### src/rtl/ntr_cmd_ctrl.sv
// ntr_cmd_ctrl
// Command controller between the NTR cartridge-bus receiver and the
// system-clock logic. The receiver's ready flag is synchronized into clk,
// each completed 64-bit command is captured into a small circular FIFO, and
// a dispatcher FSM drains the FIFO in capture order:
//   - LED_OPCODE   : led <= command bit 56, handled locally
//   - DUMMY_OPCODE : consumed, no effect
//   - anything else: offered downstream on cmd_valid/cmd_op/cmd_arg until cmd_ack
//
// Ports
//   clk, rst        system clock, synchronous active-high reset
//   ntr_ready       receiver command-complete flag (asynchronous to clk)
//   ntr_command     receiver command, opcode in [7:0], stable while ntr_ready high
//   led             LED state
//   cmd_valid       forwarded command available
//   cmd_op/cmd_arg  forwarded opcode / argument (ntr_command[63:8])
//   cmd_ack         downstream accepts the forwarded command
//   overflow        sticky: a capture was dropped on a full FIFO
//   drop_count      dropped-capture count
//
// Build option
//   NTR_CMD_DROPCNT_EN : when defined, drop_count counts dropped captures and
//                        saturates at 8'hFF; otherwise it is tied to 8'h00.
module ntr_cmd_ctrl #(
  parameter int          FIFO_DEPTH   = 4,
  parameter logic [7:0]  LED_OPCODE   = 8'hFF,
  parameter logic [7:0]  DUMMY_OPCODE = 8'h9F
) (
  input  logic        clk,
  input  logic        rst,
  input  logic        ntr_ready,
  input  logic [63:0] ntr_command,
  output logic        led,
  output logic        cmd_valid,
  output logic [7:0]  cmd_op,
  output logic [55:0] cmd_arg,
  input  logic        cmd_ack,
  output logic        overflow,
  output logic [7:0]  drop_count
);

  localparam int AW = $clog2(FIFO_DEPTH);
  localparam int CW = AW + 1;

  typedef enum logic [1:0] {ST_IDLE, ST_POP, ST_EXEC, ST_HANDOFF} state_t;

  // ---------------------------------------------------------------------------
  // Ready synchronizer and rising-edge detect
  // ---------------------------------------------------------------------------
  logic       s1_q, s2_q, s3_q;
  logic       armed_q, armed_d;
  logic [1:0] live_q, live_d;
  logic       capture;

  // live_q fills with ones over the first two edges after reset, marking when
  // s2 holds a real sample of ntr_ready rather than its reset value. Arming
  // only on a real low sample means a ready that was already high across
  // reset release is never taken as a new command.
  always_comb begin
    live_d  = {live_q[0], 1'b1};
    armed_d = armed_q | (live_q[1] & ~s2_q);
    capture = s2_q & ~s3_q & armed_q;
  end

  always_ff @(posedge clk) begin
    if (rst) begin
      s1_q    <= 1'b0;
      s2_q    <= 1'b0;
      s3_q    <= 1'b0;
      armed_q <= 1'b0;
      live_q  <= 2'b00;
    end else begin
      s1_q    <= ntr_ready;
      s2_q    <= s1_q;
      s3_q    <= s2_q;
      armed_q <= armed_d;
      live_q  <= live_d;
    end
  end

  // ---------------------------------------------------------------------------
  // Command FIFO
  // ---------------------------------------------------------------------------
  state_t        state_q;
  logic [63:0]   mem_q [FIFO_DEPTH];
  logic [AW-1:0] wptr_q, wptr_d, rptr_q, rptr_d;
  logic [CW-1:0] count_q, count_d;
  logic          overflow_q, overflow_d;
  logic          full, push, pop, drop;
  logic [63:0]   head;

  // Fullness uses the count before this cycle's pop, so a pop never frees a
  // slot for a capture landing in the same cycle.
  always_comb begin
    full       = (count_q == CW'(FIFO_DEPTH));
    push       = capture & ~full;
    drop       = capture & full;
    pop        = (state_q == ST_POP);
    wptr_d     = push ? wptr_q + AW'(1) : wptr_q;
    rptr_d     = pop  ? rptr_q + AW'(1) : rptr_q;
    count_d    = count_q + CW'(push) - CW'(pop);
    overflow_d = overflow_q | drop;
    head       = mem_q[rptr_q];
  end

  // Storage needs no reset: emptiness is tracked by count_q alone.
  always_ff @(posedge clk) begin
    if (push) mem_q[wptr_q] <= ntr_command;
  end

  always_ff @(posedge clk) begin
    if (rst) begin
      wptr_q     <= '0;
      rptr_q     <= '0;
      count_q    <= '0;
      overflow_q <= 1'b0;
    end else begin
      wptr_q     <= wptr_d;
      rptr_q     <= rptr_d;
      count_q    <= count_d;
      overflow_q <= overflow_d;
    end
  end

  // ---------------------------------------------------------------------------
  // Dispatcher FSM
  // ---------------------------------------------------------------------------
  logic [7:0]  op_q;
  logic [55:0] arg_q;
  logic        led_q, cmd_valid_q;

  // op_q/arg_q only reload in POP, which cannot happen while in HANDOFF, so
  // they double as the stable forwarded opcode/argument.
  always_ff @(posedge clk) begin
    if (rst) begin
      state_q     <= ST_IDLE;
      op_q        <= '0;
      arg_q       <= '0;
      led_q       <= 1'b0;
      cmd_valid_q <= 1'b0;
    end else begin
      case (state_q)
        ST_IDLE: if (count_q != '0) state_q <= ST_POP;
        ST_POP: begin
          op_q    <= head[7:0];
          arg_q   <= head[63:8];
          state_q <= ST_EXEC;
        end
        ST_EXEC: begin
          if (op_q == LED_OPCODE) begin
            led_q   <= arg_q[48];
            state_q <= ST_IDLE;
          end else if (op_q == DUMMY_OPCODE) begin
            state_q <= ST_IDLE;
          end else begin
            cmd_valid_q <= 1'b1;
            state_q     <= ST_HANDOFF;
          end
        end
        ST_HANDOFF: if (cmd_ack) begin
          cmd_valid_q <= 1'b0;
          state_q     <= ST_IDLE;
        end
        default: state_q <= ST_IDLE;
      endcase
    end
  end

  assign led       = led_q;
  assign cmd_valid = cmd_valid_q;
  assign cmd_op    = op_q;
  assign cmd_arg   = arg_q;
  assign overflow  = overflow_q;

  // ---------------------------------------------------------------------------
  // Optional drop counter
  // ---------------------------------------------------------------------------
`ifdef NTR_CMD_DROPCNT_EN
  logic [7:0] drop_cnt_q, drop_cnt_d;

  always_comb begin
    drop_cnt_d = drop_cnt_q;
    if (drop && drop_cnt_q != 8'hFF) drop_cnt_d = drop_cnt_q + 8'd1;
  end

  always_ff @(posedge clk) begin
    if (rst) drop_cnt_q <= 8'h00;
    else     drop_cnt_q <= drop_cnt_d;
  end

  assign drop_count = drop_cnt_q;
`else
  assign drop_count = 8'h00;
`endif

endmodule

### config.mk
export PLATFORM = sky130hd
export DESIGN_NAME = ntr_cmd_ctrl
export DESIGN_NICKNAME = d
export VERILOG_FILES = /design/src/rtl/ntr_cmd_ctrl.sv
export SDC_FILE = /design/constraint.sdc
export NUM_CORES = 1
export LEC_CHECK = 0
export ABC_AREA = 1
export BUFFER_PORTS_ARGS = -buffer_cell sky130_fd_sc_hd__buf_2
export CAP_MARGIN = 20
export CELL_PAD_IN_SITES_DETAIL_PLACEMENT = 1
export CELL_PAD_IN_SITES_GLOBAL_PLACEMENT = 1
export CORE_UTILIZATION = 47
export CTS_CLUSTER_SIZE = 40
export DETAILED_ROUTE_END_ITERATION = 7
export PLACE_DENSITY = 0.82
export SETUP_SLACK_MARGIN = 0.2
export SLEW_MARGIN = 20
export SYNTH_ARGS = -nofsm -noshare
export SYNTH_HDL_FRONTEND = slang
export SYNTH_SLANG_ARGS = --single-unit
### constraint.sdc
create_clock -name clk -period 4.91 [get_ports clk]
set_input_delay 0.2455 -clock clk [delete_from_list [all_inputs] [get_ports clk]]
set_output_delay 0.2455 -clock clk [all_outputs]
set_load 0.005 [all_outputs]
==> results.yml, run 1 <==
global_routing:
  antenna_found_initial: 0
  global_route.usage.total_pct: 25.73
  first_global_vias: 9870
  grt_pass1_wl_microns: 55090
  overflow: 0
  grt_max_degree: 79
logic_synthesis:
  synth-seq-cells: 338
  ys_warn_count: 0
  synth_fa_ha_area_share_pct: 0.7411
  muxShareOfSynthArea_pct: 0
  synth-seq-area-share_pct: 72.71
  synth-compound-area-share_pct: 11.87
  synth_top_family_by_area: "compound AO/OA/AOI/OAI gates"
  synth_simple_gate_area_share_pct: 8.610
  yosys.area.top_type: "edfxtp_1"
  ys_top_cells_by_area: "edfxtp_1, dfxtp_1, nor2_1"
  yosysUniqueCellTypes: 27
  synth_xor_area_share_pct: 0.06826
  syn_area_sq_um: 12830
  syn_area_per_cell_sq_um: 11.94
  synthCells: 1075
  synth_top_area_share_pct: 59.91
routing:
  drcViolationCount: 0
  vias_per_cell: 5.523
  wire_per_inst_microns: 22.08
  dr.pass1.iters: 5
  ant_nets: 0
  routed_wl_microns: 35900
  drtIter0Drc: 775
  vias: 8980
die:
  num_rows: 60
  design.die.area_sq_um: 27960
  dieWidth_microns: 167.2
  ioPinCount: 143
  die_y_microns: 167.2
  initial_core_util_pct: 47.74
  core_area_sq_um: 26880
pwr:
  ir_worst_vdd_v: 0.0002663
  p_total_mw: 7.755
  power_per_cell_area_nw_per_um2: 502.4
  p_leak_nw: 6.093
cts:
  cts_tree: "done"
  cts.sinks: 338
  cts_resized: 0
  cts-htree-levels: 2
  clk_latency_ns: 0.53
  cts_buffers: 36
  cts_buffer_depth: 3
  clkSlewWorstSetupHoldPaths_ns: 0.06
  clockRootBuffer: "clkbuf_16"
  cts_setup_buffers: 0
run:
  maxCapViolCount: 0
setup_path:
  start_kind: "flop"
  cp_cell_sequence: "inv_4, buf_4, nor2_1, o22ai_1, o21ai_1, inv_1"
  crit_buf_inv: 3
  end_kind: "flop"
  crit_path_max_fanout: 78
  crit_family: "buffers and inverters"
  cp_data_required_time_ns: 5.37
  max_stage_delay_ns: 0.69
  critical_path_arrival_ns: 3.09
  crit_type: "flop to flop"
  critical_path.slowest_cell: "buf_4"
sta:
  finalCriticalPeriod_ns: 2.637
  setup_viol: 0
  skew_ns: 0.02464
  setup_tns_ns: 0
  hold_viol: 0
  fin_crit_sh_pct: 53.70
  slew_violations: 0
  rsz0062_at_grt: "no"
  tightest_slew_ns: 1.045
  maxSlewHeadroom_pct: 30.35
  max_freq_mhz: 379.3
layout:
  layout-drive-gt1-share_pct: 17.21
  nets: 1332
  area_growth_syn_to_layout_pct: 20.30
  layoutNonFillerInstCount: 1626
placement:
  place.gp.congestion: 0.7155
  hpwl_microns: 18880
  place_inst: 1495
  port_buffers: 134
worst_hold_path:
  hp-class: "input port to flop"
status:
  status: "finished, final reports clean"
[state kept, by name, indices dropped and copies added, names as in the netlist]
name	flops
armed_q	1
cmd_arg	56
cmd_op	8
cmd_valid	1
count_q	3
led	1
live_q	2
mem_q	256
overflow	1
rptr_q	2
s1_q	1
s2_q	1
s3_q	1
state_q	2
wptr_q	2
[report_power, final]
group          leakage [nW]  switching (mW)  internal, mW  total, mW
combinational          2.57            1.07         0.537       1.60
sequential             2.98           0.198          3.29       3.48
clock                 0.547            1.12          1.55       2.67
[per-stage QoR]
step | hold WS (ns) | worst slack [ns] | instance area (sq um) | utilization [%]
after CTS | 0.002753 | 2.323 | 15420 | 57.39
final | 0.06260 | 2.273 | 15440 | 57.43
after detailed placement | 0.4071 | 2.308 | 13650 | 50.79
after global routing | 0.09300 | 2.128 | 15430 | 57.43
after floorplan | 0.3444 | 0.9690 | 12860 | -
after global placement | 0.3952 | 2.454 | 13650 | 50.79
[area by class of cell]
| cell class | instances | area, sq um |
|---|---|---|
| clock buffer | 50 | 973.4 |
| fill | 2765 | 11440 |
| multi-input combinational | 581 | 2796 |
| antenna | 1 | 2.502 |
| sequential | 338 | 9334 |
| inverter | 91 | 344.1 |
| clock inverter | 15 | 160.2 |
| tap | 341 | 426.7 |
| timing repair buffer | 209 | 1399 |
[layer usage]
metal	global-route usage, %	routed length (microns)	vias to the layer above
li1	-	-	4070
met1	30.22	14410	4545
met2	47.32	18890	285
met3	3.687	1532	80
met4	10.29	1065	0
met5	0	0	-
[worst paths after layout]
path                            startpoint     endpoint  slack (ns)  cells after the start
worst max-delay path             rptr_q[0]  cmd_arg[32]        2.27                      6
worst max register to register   rptr_q[0]  cmd_arg[32]        2.27                      6
worst min register to register   live_q[0]    live_q[1]        0.41                      2
worst min-delay path               cmd_ack   state_q[0]        0.06                      4
[cell usage in the layout (no fill, tap or decap), drive strengths merged]
cell type,instances
nor2,270
edfxtp,256
o21ai,197
buf,144
inv,92
dfxtp,82
dlygate4sd3,65
o22ai,64
clkbuf,50
nand2,15
a21oi,11
clkinv,10
conb,8
ha,6
nand3,4
bufinv,3
diode,1
nor3,1
xnor2,1
a31oi,1
o31ai,1
nand3b,1
fa,1
clkinvlp,1
[logic make-up after synthesis]
family,after synthesis
adder cells (fa/ha/maj),7
flip-flops,338
AO/OA/AOI/OAI,274
XOR/XNOR,1
other,1
AND/OR/NAND/NOR,291
buffers and inverters,163
[synth_stat cells (all sizes together)]
cell    instances
fa              1
o21ai         197
clkbuf         33
o22ai          64
conb            1
nand3b          1
nand3           4
a31oi           1
nor3            1
edfxtp        256
a21oi          11
ha              6
inv            91
buf            39
dfxtp          82
o31ai           1
nor2          270
nand2          15
xnor2           1
[worst min-delay path, cell delays in order]
cell     delay, ns
buf_2         0.07
inv_1         0.04
nand3_1       0.09
a21oi_1       0.07
[repair_timing]
| action | 4_1_cts | 5_1_grt |
|---|---|---|
| hold endpoints to repair | 253 | 3 |
| hold buffers | 64 | 1 |
| setup endpoints to repair | 0 | 0 |
No activity file was read; power rests on OpenSTA's default activity.
==> run 2, diff against run 1 <==
CORE_UTILIZATION = 42   (was 47)
PLACE_DENSITY = 0.78   (was 0.82)
clock period = 2.2 ns   (was 4.91 ns; I/O delays follow)
==> run 2 against run 1 <==
Via count is 3.1% lower. Total power is 120% higher. Core utilization is 4.6 points lower. Sequential share of layout area is 1.3 points lower. Wire length is 9.6% lower. Sequential cell count stayed put. Hold slack better by 0.049 ns. Die area is 12% higher.
==> results.yml, run 2 (synthesized netlist as in run 1, its figures left out) <==
setup_path:
  max_stage_delay_ns: 0.53
  r2r_end: "count_q[1]"
  crit_type: "flop to flop"
  cp_cell_sequence: "inv_2, nor3_4, nand2_2, ha_4, inv_1, ha_1, inv_1, fa_2, nor2_1"
  crit_path_max_fanout: 2
  start_kind: "flop"
  crit_buf_inv: 3
  r2r_slack_ns: 0.19
  rr_worst_depth: 9
  critical_path.slowest_cell: "fa_2"
  critical_path_arrival_ns: 2.38
  end_kind: "flop"
  crit_top_cell: "inv_1"
  reg2reg_from: "armed_q"
  cp_data_required_time_ns: 2.58
  crit_family: "adder cells"
cts:
  clkSlewWorstSetupHoldPaths_ns: 0.06
  cts_buffer_depth: 3
  cts.sinks: 338
  cts-htree-levels: 2
  clockRootBuffer: "clkbuf_16"
  cts_buffers: 36
  cts_tree: "done"
  clk_latency_ns: 0.51
placement:
  place_inst: 1560
  hpwl_microns: 19220
  port_buffers: 134
  place.gp.congestion: 0.7053
routing:
  wire_per_inst_microns: 19.20
  vias: 8700
  drcViolationCount: 0
  dr.pass1.iters: 4
  routed_wl_microns: 32460
  drtIter0Drc: 580
  ant_nets: 0
  vias_per_cell: 5.145
global_routing:
  grt_pass1_wl_microns: 49680
  grt_max_degree: 65
  global_route.usage.total_pct: 20.82
  first_global_vias: 9198
  overflow: 0
  antenna_found_initial: 1
layout:
  nFillCells: 3131
  regMostFlops: "mem_q"
  nets: 1350
  antenna_cells: 0
  area_growth_syn_to_layout_pct: 22.91
  final_cell_mix: "nor2_1, edfxtp_1, buf_2"
  layout-drive-gt1-share_pct: 19.45
  layout_commonest_cell: "nor2_1"
  largest_reg_flops: 256
  utilization_pct: 52.79
  layoutNonFillerInstCount: 1691
sta:
  max_freq_mhz: 498.4
  rsz0062_at_grt: "yes"
  maxSlewHeadroom_pct: 55.50
  finalCriticalPeriod_ns: 2.007
  skew_ns: 0.01804
  hold_viol: 0
  fin_crit_sh_pct: 91.21
  setup_tns_ns: 0
  tightest_slew_ns: 0.6675
  slew_violations: 0
  setup_viol: 0
worst_hold_path:
  min_from: "rst"
  hold_path_end: "s1_q"
  min_path_cells: 2
  hp-class: "input port to flop"
die:
  dieWidth_microns: 176.8
  ioPinCount: 143
  core_area_sq_um: 29870
  num_rows: 63
  die_y_microns: 176.8
  initial_core_util_pct: 42.95
  design.die.area_sq_um: 31250
run:
  maxCapViolCount: 0
pwr:
  p_total_mw: 16.96
  switching_share_pct: 29.60
  p_leak_nw: 6.210
  internal_power_mw: 11.94
  power_per_cell_area_nw_per_um2: 1076
  pwr-share-comb_pct: 21.6
  ir_worst_vdd_v: 0.0005806
  seqPwrFrac_pct: 45.0
  clkPwrFrac_pct: 33.4
  switching_power_mw: 5.021
status:
  status: "finished, final reports clean"
run 2: cell count changes in the layout (fill, tap and decap cells not counted), moves of 2 or more:
cell and change:
buf_12 +10, buf_4 +6, bufinv_16 -2, clkbuf_1 -6, clkinv_2 +4, clkinvlp_4 +2
dfxtp_1 -2, dfxtp_2 +2, inv_1 -3, inv_2 +3
run 2: worst max-delay path by stage:
stage	from	end	slack, ns	depth (start not counted)
2_1_floorplan	armed_q	mem_q[0][0]	0.05	4
3_3_place_gp	armed_q	count_q[2]	0.38	11
3_5_place_dp	count_q[1]	count_q[2]	0.24	11
4_1_cts	armed_q	count_q[2]	0.20	11
5_1_grt	armed_q	count_q[2]	0.08	11
6_report	armed_q	count_q[1]	0.19	9
run 2: power by group through the flow:
stage	Combinational (mW)	Sequential, mW	Clock, mW
floorplan	2.29	7.74	0
global placement	3.31	7.74	0
detailed placement	3.51	7.76	0
CTS	3.65	7.64	5.75
global route	4.10	7.70	5.98
finish	3.66	7.64	5.66
run 2: through the flow:
step / worst slack, ns / area (sq um) / hold slack, ns
6_report: 0.1934 / 15770 / 0.1121
5_1_grt: 0.08367 / 15770 / 0.1390
4_1_cts: 0.2046 / 15740 / 0.1117
3_5_place_dp: 0.2435 / 13960 / 0.3294
3_3_place_gp: 0.3802 / 13960 / 0.3201
2_1_floorplan: 0.05036 / 12890 / 0.2089
run 2: timing repair:
item | in CTS | in global routing
buffers inserted | 0 | 1
setup endpoints to repair | 1 | 44
resized for setup | 2 | 8
hold endpoints to repair | 258 | 0
pin swaps | 0 | 2
hold buffers | 66 | 0
run 2: layout make-up:
class / instances / area (sq um) / area share [%]
clock buffer: 46 / 989.7 / 6.276
clock inverter: 18 / 118.9 / 0.7537
inverter: 91 / 344.1 / 2.182
multi-input combinational: 581 / 2828 / 17.93
sequential: 338 / 9336 / 59.20
tap: 390 / 488.0 / 3.094
timing repair buffer: 227 / 1665 / 10.56
run 2: layer usage:
metal	global-route usage (%)	routed length, microns	share of wire (%)	vias up
li1	-	-	-	4115
met1	25.50	13580	42	4327
met2	36.93	16650	51	211
met3	4.296	1631	5.0	45
met4	5.963	582	1.8	2
met5	0	10	0.031	-
